### config.mk
export PLATFORM = sky130hd
export DESIGN_NAME = sprite_timing_gen
export DESIGN_NICKNAME = d
export VERILOG_FILES = /design/src/rtl/vid_pkg.sv /design/src/rtl/bounce_axis.sv /design/src/rtl/sprite_timing_gen.sv
export SDC_FILE = /design/constraint.sdc
export NUM_CORES = 1
export LEC_CHECK = 0
export ABC_AREA = 1
export CAP_MARGIN = 10
export CORE_MARGIN = 3
export CORE_UTILIZATION = 50
export DETAILED_ROUTE_END_ITERATION = 6
export PLACE_DENSITY = 0.7
export SLEW_MARGIN = 40
export SYNTH_ARGS = -nofsm -noshare
export SYNTH_HDL_FRONTEND = slang
export SYNTH_HIERARCHICAL = 1
export SYNTH_SLANG_ARGS = --single-unit
### constraint.sdc
create_clock -name clk_i -period 2.74 [get_ports clk_i]
set_input_delay 0.548 -clock clk_i [delete_from_list [all_inputs] [get_ports clk_i]]
set_output_delay 0.548 -clock clk_i [all_outputs]
set_load 0.02 [all_outputs]
### src/rtl/vid_pkg.sv
// Shared video timing defaults, the raster counter pair and the sprite motion direction.
package vid_pkg;

    localparam int VID_CW       = 12;
    localparam int VID_H_ACTIVE = 640;
    localparam int VID_H_FP     = 16;
    localparam int VID_H_SYNC   = 96;
    localparam int VID_H_BP     = 48;
    localparam int VID_V_ACTIVE = 480;
    localparam int VID_V_FP     = 10;
    localparam int VID_V_SYNC   = 2;
    localparam int VID_V_BP     = 33;

    typedef struct packed {
        logic [VID_CW-1:0] h;
        logic [VID_CW-1:0] v;
    } video_timing_t;

    typedef enum logic {
        DIR_INC = 1'b0,
        DIR_DEC = 1'b1
    } dir_e;

endpackage

### src/rtl/bounce_axis.sv
// One axis of sprite motion: steps by SPEED once per enabled frame, clamping and
// reversing at 0 and MAX. A zero MAX pins the sprite at the origin.
module bounce_axis
    import vid_pkg::*;
#(
    parameter int MAX   = 0,
    parameter int SPEED = 1,
    parameter int CW    = 12
) (
    input  logic          clk_i,
    input  logic          rst_n,
    input  logic          step_i,
    output logic [CW-1:0] pos_o
);

    localparam logic [CW:0] MAX_W   = (CW+1)'(MAX);
    localparam logic [CW:0] SPEED_W = (CW+1)'(SPEED);

    logic [CW-1:0] pos_q;
    dir_e          dir_q;
    logic [CW:0]   pos_w;

    assign pos_w = {1'b0, pos_q};

    // Compares run one bit wider than the position so pos+SPEED cannot wrap.
    always_ff @(posedge clk_i or negedge rst_n) begin
        if (!rst_n) begin
            pos_q <= '0;
            dir_q <= DIR_INC;
        end else if (step_i && (MAX != 0)) begin
            if (dir_q == DIR_INC) begin
                if (pos_w + SPEED_W >= MAX_W) begin
                    pos_q <= CW'(MAX_W);
                    dir_q <= DIR_DEC;
                end else begin
                    pos_q <= CW'(pos_w + SPEED_W);
                end
            end else begin
                if (pos_w <= SPEED_W) begin
                    pos_q <= '0;
                    dir_q <= DIR_INC;
                end else begin
                    pos_q <= CW'(pos_w - SPEED_W);
                end
            end
        end
    end

    assign pos_o = pos_q;

endmodule

### src/rtl/sprite_timing_gen.sv
// Raster timing generator with a bouncing sprite window. Decoded outputs are registered
// one cycle behind the counters; pix_o is a combinational mux on those registered flags.
module sprite_timing_gen
    import vid_pkg::*;
#(
    parameter int H_ACTIVE = VID_H_ACTIVE,
    parameter int H_FP     = VID_H_FP,
    parameter int H_SYNC   = VID_H_SYNC,
    parameter int H_BP     = VID_H_BP,
    parameter int V_ACTIVE = VID_V_ACTIVE,
    parameter int V_FP     = VID_V_FP,
    parameter int V_SYNC   = VID_V_SYNC,
    parameter int V_BP     = VID_V_BP,
    parameter int SYNC_POL = 0,
    parameter int SPR_W    = 225,
    parameter int SPR_H    = 225,
    parameter int SPEED_X  = 2,
    parameter int SPEED_Y  = 2,
    parameter int DW       = 8,
    parameter int CW       = VID_CW
) (
    input  logic          clk_i,
    input  logic          rst_n,
    input  logic          move_en_i,
    input  logic [DW-1:0] pix_i,
    input  logic [DW-1:0] bg_i,
    output logic          hs_o,
    output logic          vs_o,
    output logic          de_o,
    output logic          frame_start_o,
    output logic          spr_req_o,
    output logic [CW-1:0] spr_x_o,
    output logic [CW-1:0] spr_y_o,
    output logic [DW-1:0] pix_o
);

    localparam int H_TOTAL = H_ACTIVE + H_FP + H_SYNC + H_BP;
    localparam int V_TOTAL = V_ACTIVE + V_FP + V_SYNC + V_BP;
    localparam logic SYNC_ON = (SYNC_POL != 0);

    localparam logic [CW-1:0] ONE    = CW'(1);
    localparam logic [CW-1:0] H_LAST = CW'(H_TOTAL - 1);
    localparam logic [CW-1:0] V_LAST = CW'(V_TOTAL - 1);
    localparam logic [CW-1:0] H_RST  = CW'(H_ACTIVE);
    localparam logic [CW-1:0] V_RST  = CW'(V_ACTIVE);

    localparam logic [CW:0] H_ACT_W = (CW+1)'(H_ACTIVE);
    localparam logic [CW:0] V_ACT_W = (CW+1)'(V_ACTIVE);
    localparam logic [CW:0] HS_BEG  = (CW+1)'(H_ACTIVE + H_FP);
    localparam logic [CW:0] HS_END  = (CW+1)'(H_ACTIVE + H_FP + H_SYNC);
    localparam logic [CW:0] VS_BEG  = (CW+1)'(V_ACTIVE + V_FP);
    localparam logic [CW:0] VS_END  = (CW+1)'(V_ACTIVE + V_FP + V_SYNC);
    localparam logic [CW:0] SPR_W_W = (CW+1)'(SPR_W);
    localparam logic [CW:0] SPR_H_W = (CW+1)'(SPR_H);

    if (SPR_W > H_ACTIVE) begin : g_err_spr_w
        $error("sprite_timing_gen: SPR_W larger than H_ACTIVE");
    end
    if (SPR_H > V_ACTIVE) begin : g_err_spr_h
        $error("sprite_timing_gen: SPR_H larger than V_ACTIVE");
    end
    if (CW != VID_CW) begin : g_err_cw
        $error("sprite_timing_gen: CW must match the vid_pkg counter width");
    end
    if ((H_TOTAL > (1 << CW)) || (V_TOTAL > (1 << CW))) begin : g_err_total
        $error("sprite_timing_gen: line or frame length does not fit in CW bits");
    end

    video_timing_t cnt_q, cnt_d;
    logic [CW-1:0] pos_x, pos_y;
    logic [CW:0]   h_w, v_w, px_w, py_w;
    logic          frame_end, step;
    logic          de_c, hs_c, vs_c, req_c;
    logic          hs_q, vs_q, de_q, fs_q, req_q;
    logic [CW-1:0] spr_x_q, spr_y_q;

    always_comb begin
        // NOTE: default assignment first so every path drives cnt_d and no latch is inferred.
        cnt_d = cnt_q;
        if (cnt_q.h == H_LAST) begin
            cnt_d.h = '0;
            cnt_d.v = (cnt_q.v == V_LAST) ? '0 : cnt_q.v + ONE;
        end else begin
            cnt_d.h = cnt_q.h + ONE;
        end
    end

    assign frame_end = (cnt_q.h == H_LAST) && (cnt_q.v == V_LAST);
    assign step      = frame_end && move_en_i;

    bounce_axis #(.MAX(H_ACTIVE - SPR_W), .SPEED(SPEED_X), .CW(CW)) u_bounce_x (
        .clk_i  (clk_i),
        .rst_n  (rst_n),
        .step_i (step),
        .pos_o  (pos_x)
    );

    bounce_axis #(.MAX(V_ACTIVE - SPR_H), .SPEED(SPEED_Y), .CW(CW)) u_bounce_y (
        .clk_i  (clk_i),
        .rst_n  (rst_n),
        .step_i (step),
        .pos_o  (pos_y)
    );

    assign h_w  = {1'b0, cnt_q.h};
    assign v_w  = {1'b0, cnt_q.v};
    assign px_w = {1'b0, pos_x};
    assign py_w = {1'b0, pos_y};

    assign de_c  = (h_w < H_ACT_W) && (v_w < V_ACT_W);
    assign hs_c  = (h_w >= HS_BEG) && (h_w < HS_END);
    assign vs_c  = (v_w >= VS_BEG) && (v_w < VS_END);
    assign req_c = de_c && (h_w >= px_w) && (h_w < px_w + SPR_W_W)
                        && (v_w >= py_w) && (v_w < py_w + SPR_H_W);

    // Reset parks the counters at the start of vertical blanking, so a full blanking
    // interval always precedes the first visible pixel.
    always_ff @(posedge clk_i or negedge rst_n) begin
        if (!rst_n) begin
            cnt_q   <= '{h: H_RST, v: V_RST};
            hs_q    <= ~SYNC_ON;
            vs_q    <= ~SYNC_ON;
            de_q    <= 1'b0;
            fs_q    <= 1'b0;
            req_q   <= 1'b0;
            spr_x_q <= '0;
            spr_y_q <= '0;
        end else begin
            cnt_q   <= cnt_d;
            hs_q    <= hs_c ? SYNC_ON : ~SYNC_ON;
            vs_q    <= vs_c ? SYNC_ON : ~SYNC_ON;
            de_q    <= de_c;
            fs_q    <= (cnt_q.h == '0) && (cnt_q.v == '0);
            req_q   <= req_c;
            spr_x_q <= req_c ? CW'(h_w - px_w) : '0;
            spr_y_q <= req_c ? CW'(v_w - py_w) : '0;
        end
    end

    assign hs_o          = hs_q;
    assign vs_o          = vs_q;
    assign de_o          = de_q;
    assign frame_start_o = fs_q;
    assign spr_req_o     = req_q;
    assign spr_x_o       = spr_x_q;
    assign spr_y_o       = spr_y_q;
    assign pix_o         = req_q ? pix_i : (de_q ? bg_i : '0);

endmodule

==> impl_metrics.env <==
export IMPL_gr_total_overflow=0
export IMPL_gp_congestion=0.896
export IMPL_critPathCaptureType="flop"
export IMPL_p_per_area_nw_per_um2=320
export IMPL_seq_area_frac_synth=0.276
export IMPL_vias=6565
export IMPL_crit_start="u_bounce_x/pos_o[1]$_DFFE_PN0P_"
export IMPL_drive_gt1_frac=0.114
export IMPL_r2r_slack_ps=210
export IMPL_rsz0062_at_grt="false"
export IMPL_ant_nets=0
export IMPL_setup_viol=0
export IMPL_criticalPathCategory="flop to flop"
export IMPL_rows=43
export IMPL_antenna_cells=0
export IMPL_hold_class="input pin to asynchronous set/reset pin"
export IMPL_area_growth_pct=16.6
export IMPL_cp_required_ps=3010
export IMPL_drt_pass1_iterations=5
export IMPL_ys_ff_latch=79
export IMPL_clockRootBuffer="clkbuf_16"
export IMPL_drv_cap=0
export IMPL_min_period_ps=2530
export IMPL_drtIter0Drc=437
export IMPL_cp_arrival_ps=2800
export IMPL_skew_ps=5.99
export IMPL_antenna_found_initial=0
export IMPL_ir_drop_mv=0.275
export IMPL_drv_slew=0
export IMPL_r2r_start="u_bounce_x/pos_o[1]$_DFFE_PN0P_"
export IMPL_clock_latency_ps=340
export IMPL_synthArstFlopShare=1.00
export IMPL_viasPerCell=5.15
export IMPL_drc=0
export IMPL_synth_cell_types=46
export IMPL_yosysMostFrequentCell="nand2_1"
export IMPL_fp_coreArea_um2=14000
export IMPL_avgSynthCellArea_um2=7.10
export IMPL_finalPower_mw=2.68
export IMPL_clock_fmax_mhz=395
export IMPL_clock_sinks=79
export IMPL_synth_top_area_share=0.247
export IMPL_io_pins=56
export IMPL_holdWs_ps=210
export IMPL_dp_hpwl_um=13100
export IMPL_avgRoutedWirePerCell_um=13.0
export IMPL_grt_pass1_vias=6041
export IMPL_relSlewSlack=0.618
export IMPL_timing_final_crit_share=0.923
export IMPL_routed_wl_um=16500
export IMPL_setup_tns_ps=0
export IMPL_path_clk_slew_ps=60
export IMPL_crit_fanout=13
export IMPL_syn_inst=1013
export IMPL_die_h_um=126
export IMPL_die_x_um=126
export IMPL_syn_area_um2=7200
export IMPL_fp_dieArea_um2=15900
export IMPL_cts_tree="yes"
export IMPL_p_leak_nw=4.34
export IMPL_finalNetCount=1172
export IMPL_status="complete, no violations"
export IMPL_synth_fp_nets=1095
export IMPL_cts_setup_buffers=0
export IMPL_hold_violations=0
export IMPL_grt_max_degree=80
export IMPL_synthTopCellsByCount="nand2_1, inv_1, nand3_1, nor2_1, dfrtp_1"
export IMPL_synth_edf_count=0
export IMPL_synth_warnings=6
export IMPL_initial_core_util=0.514
export IMPL_grtUsageTotal=0.217
export IMPL_portBuffers=55
export IMPL_start_kind="flop"
export IMPL_numCtsBuffers=9
export IMPL_grt_pass1_wl_um=28800
export IMPL_htree_levels=3
export IMPL_synthTopCellsByArea="dfrtp_1, nand2_1, ha_1"
export IMPL_synth_largest_area_cell="dfrtp_1"
export IMPL_synth_ff_type="dfrtp_1"
export IMPL_worstMarginPinSlew_ps=567
export IMPL_cts_buffer_depth=2
-- kinds of logic (layout without fill, tap and decap cells) --
group                      Yosys count  in the layout  synth area share
AOI/OAI and AO/OA                   94             94            0.0716
xor gates and xnor gates            57             57            0.0694
muxes                                1              1           0.00139
buffers and inverters              168            250            0.0960
DFF                                 79             79             0.276
and+or+nand+nor                    551            551             0.374
adders and majority gates           63             63             0.112
-- layout make-up --
cell class / instances / area (µm²)
clock buffer: 12 / 256
inverter: 153 / 574
multi-input combinational: 766 / 4520
tap: 180 / 225
fill: 1285 / 5600
clock inverter: 4 / 45.0
timing repair buffer: 81 / 781
sequential: 79 / 1990
-- routing by layer --
metal  track usage  wire, µm  vias up
li1              -         -     3417
met3        0.0250       825       17
met4        0.0631       244        0
met1         0.318      8290     2963
met2         0.338      7170      168
met5             0         0        -
-- critical path, cell delays in order (launching register included) --
cell and delay [ps]:
dfrtp_1 370, buf_4 180, ha_1 190, nand3_1 110, nand2_1 70, xor2_1 140
ha_1 290, a21oi_1 140, nor2_1 60, nor3_1 150, nand2_1 80, nand2_1 160
nand4_4 180, buf_12 210, nor2_1 90
-- registers in the layout, indices dropped and copies added (netlist names) --
| signal | count |
|---|---|
| cnt_q | 24 |
| vs_o | 1 |
| spr_y_o | 12 |
| spr_x_o | 12 |
| de_o | 1 |
| frame_start_o | 1 |
| u_bounce_x/pos_o | 12 |
| u_bounce_x/dir_q | 1 |
| u_bounce_y/pos_o | 12 |
| hs_o | 1 |
| u_bounce_y/dir_q | 1 |
| spr_req_o | 1 |
-- layout by cell type, fill, tap and decap left out, drive strengths merged --
master / instances
a21o: 4
a21oi: 42
a221oi: 1
a22oi: 2
a31oi: 6
a41oi: 1
and3: 1
buf: 27
bufinv: 1
clkbuf: 12
clkdlybuf4s50: 54
clkinv: 5
dfrtp: 71
dfstp: 8
fa: 2
ha: 61
inv: 151
mux2i: 1
nand2: 277
nand3: 92
nand3b: 2
nand4: 26
nor2: 120
nor3: 26
nor3b: 1
nor4: 6
o211ai: 2
o21ai: 33
o21bai: 1
o22ai: 1
o31ai: 1
xnor2: 10
xor2: 47
-- worst paths after layout --
kind | end | cells after the start
hold reg to reg | cnt_q[12]$_DFF_PN0_ | 1
min in group clk_i | cnt_q[12]$_DFF_PN0_ | 1
max in group asynchronous | cnt_q[6]$_DFFE_PN1N_ | 2
setup reg to reg | spr_y_o[11]$_DFF_PN0_ | 14
setup / recovery | spr_y_o[11]$_DFF_PN0_ | 14
hold / removal | spr_y_o[8]$_DFF_PN0_ | 2
-- where the power goes --
group          internal, mW  total (mW)  switching, mW
clock                 0.750        1.20          0.453
combinational         0.114       0.292          0.178
sequential             1.18        1.19         0.0123
total                  2.04        2.68          0.644
-- metrics by stage --
stage / setup slack (ps) / instances / util / area, µm²
final: 211 / 1275 / 0.600 / 8390
after global routing: 17.5 / 1275 / 0.600 / 8390
after CTS: 174 / 1275 / 0.600 / 8390
after detailed placement: 197 / 1259 / 0.578 / 8090
after global placement: 226 / 1259 / 0.578 / 8090
after floorplan: 325 / 1013 / - / 7200
-- timing repair --
| item | in CTS | in global routing |
|---|---|---|
| resized for setup | 0 | 1 |
| setup endpoints to repair | 0 | 1 |
| hold buffers | 0 | 0 |
No activity file was read; power rests on OpenSTA's default activity.
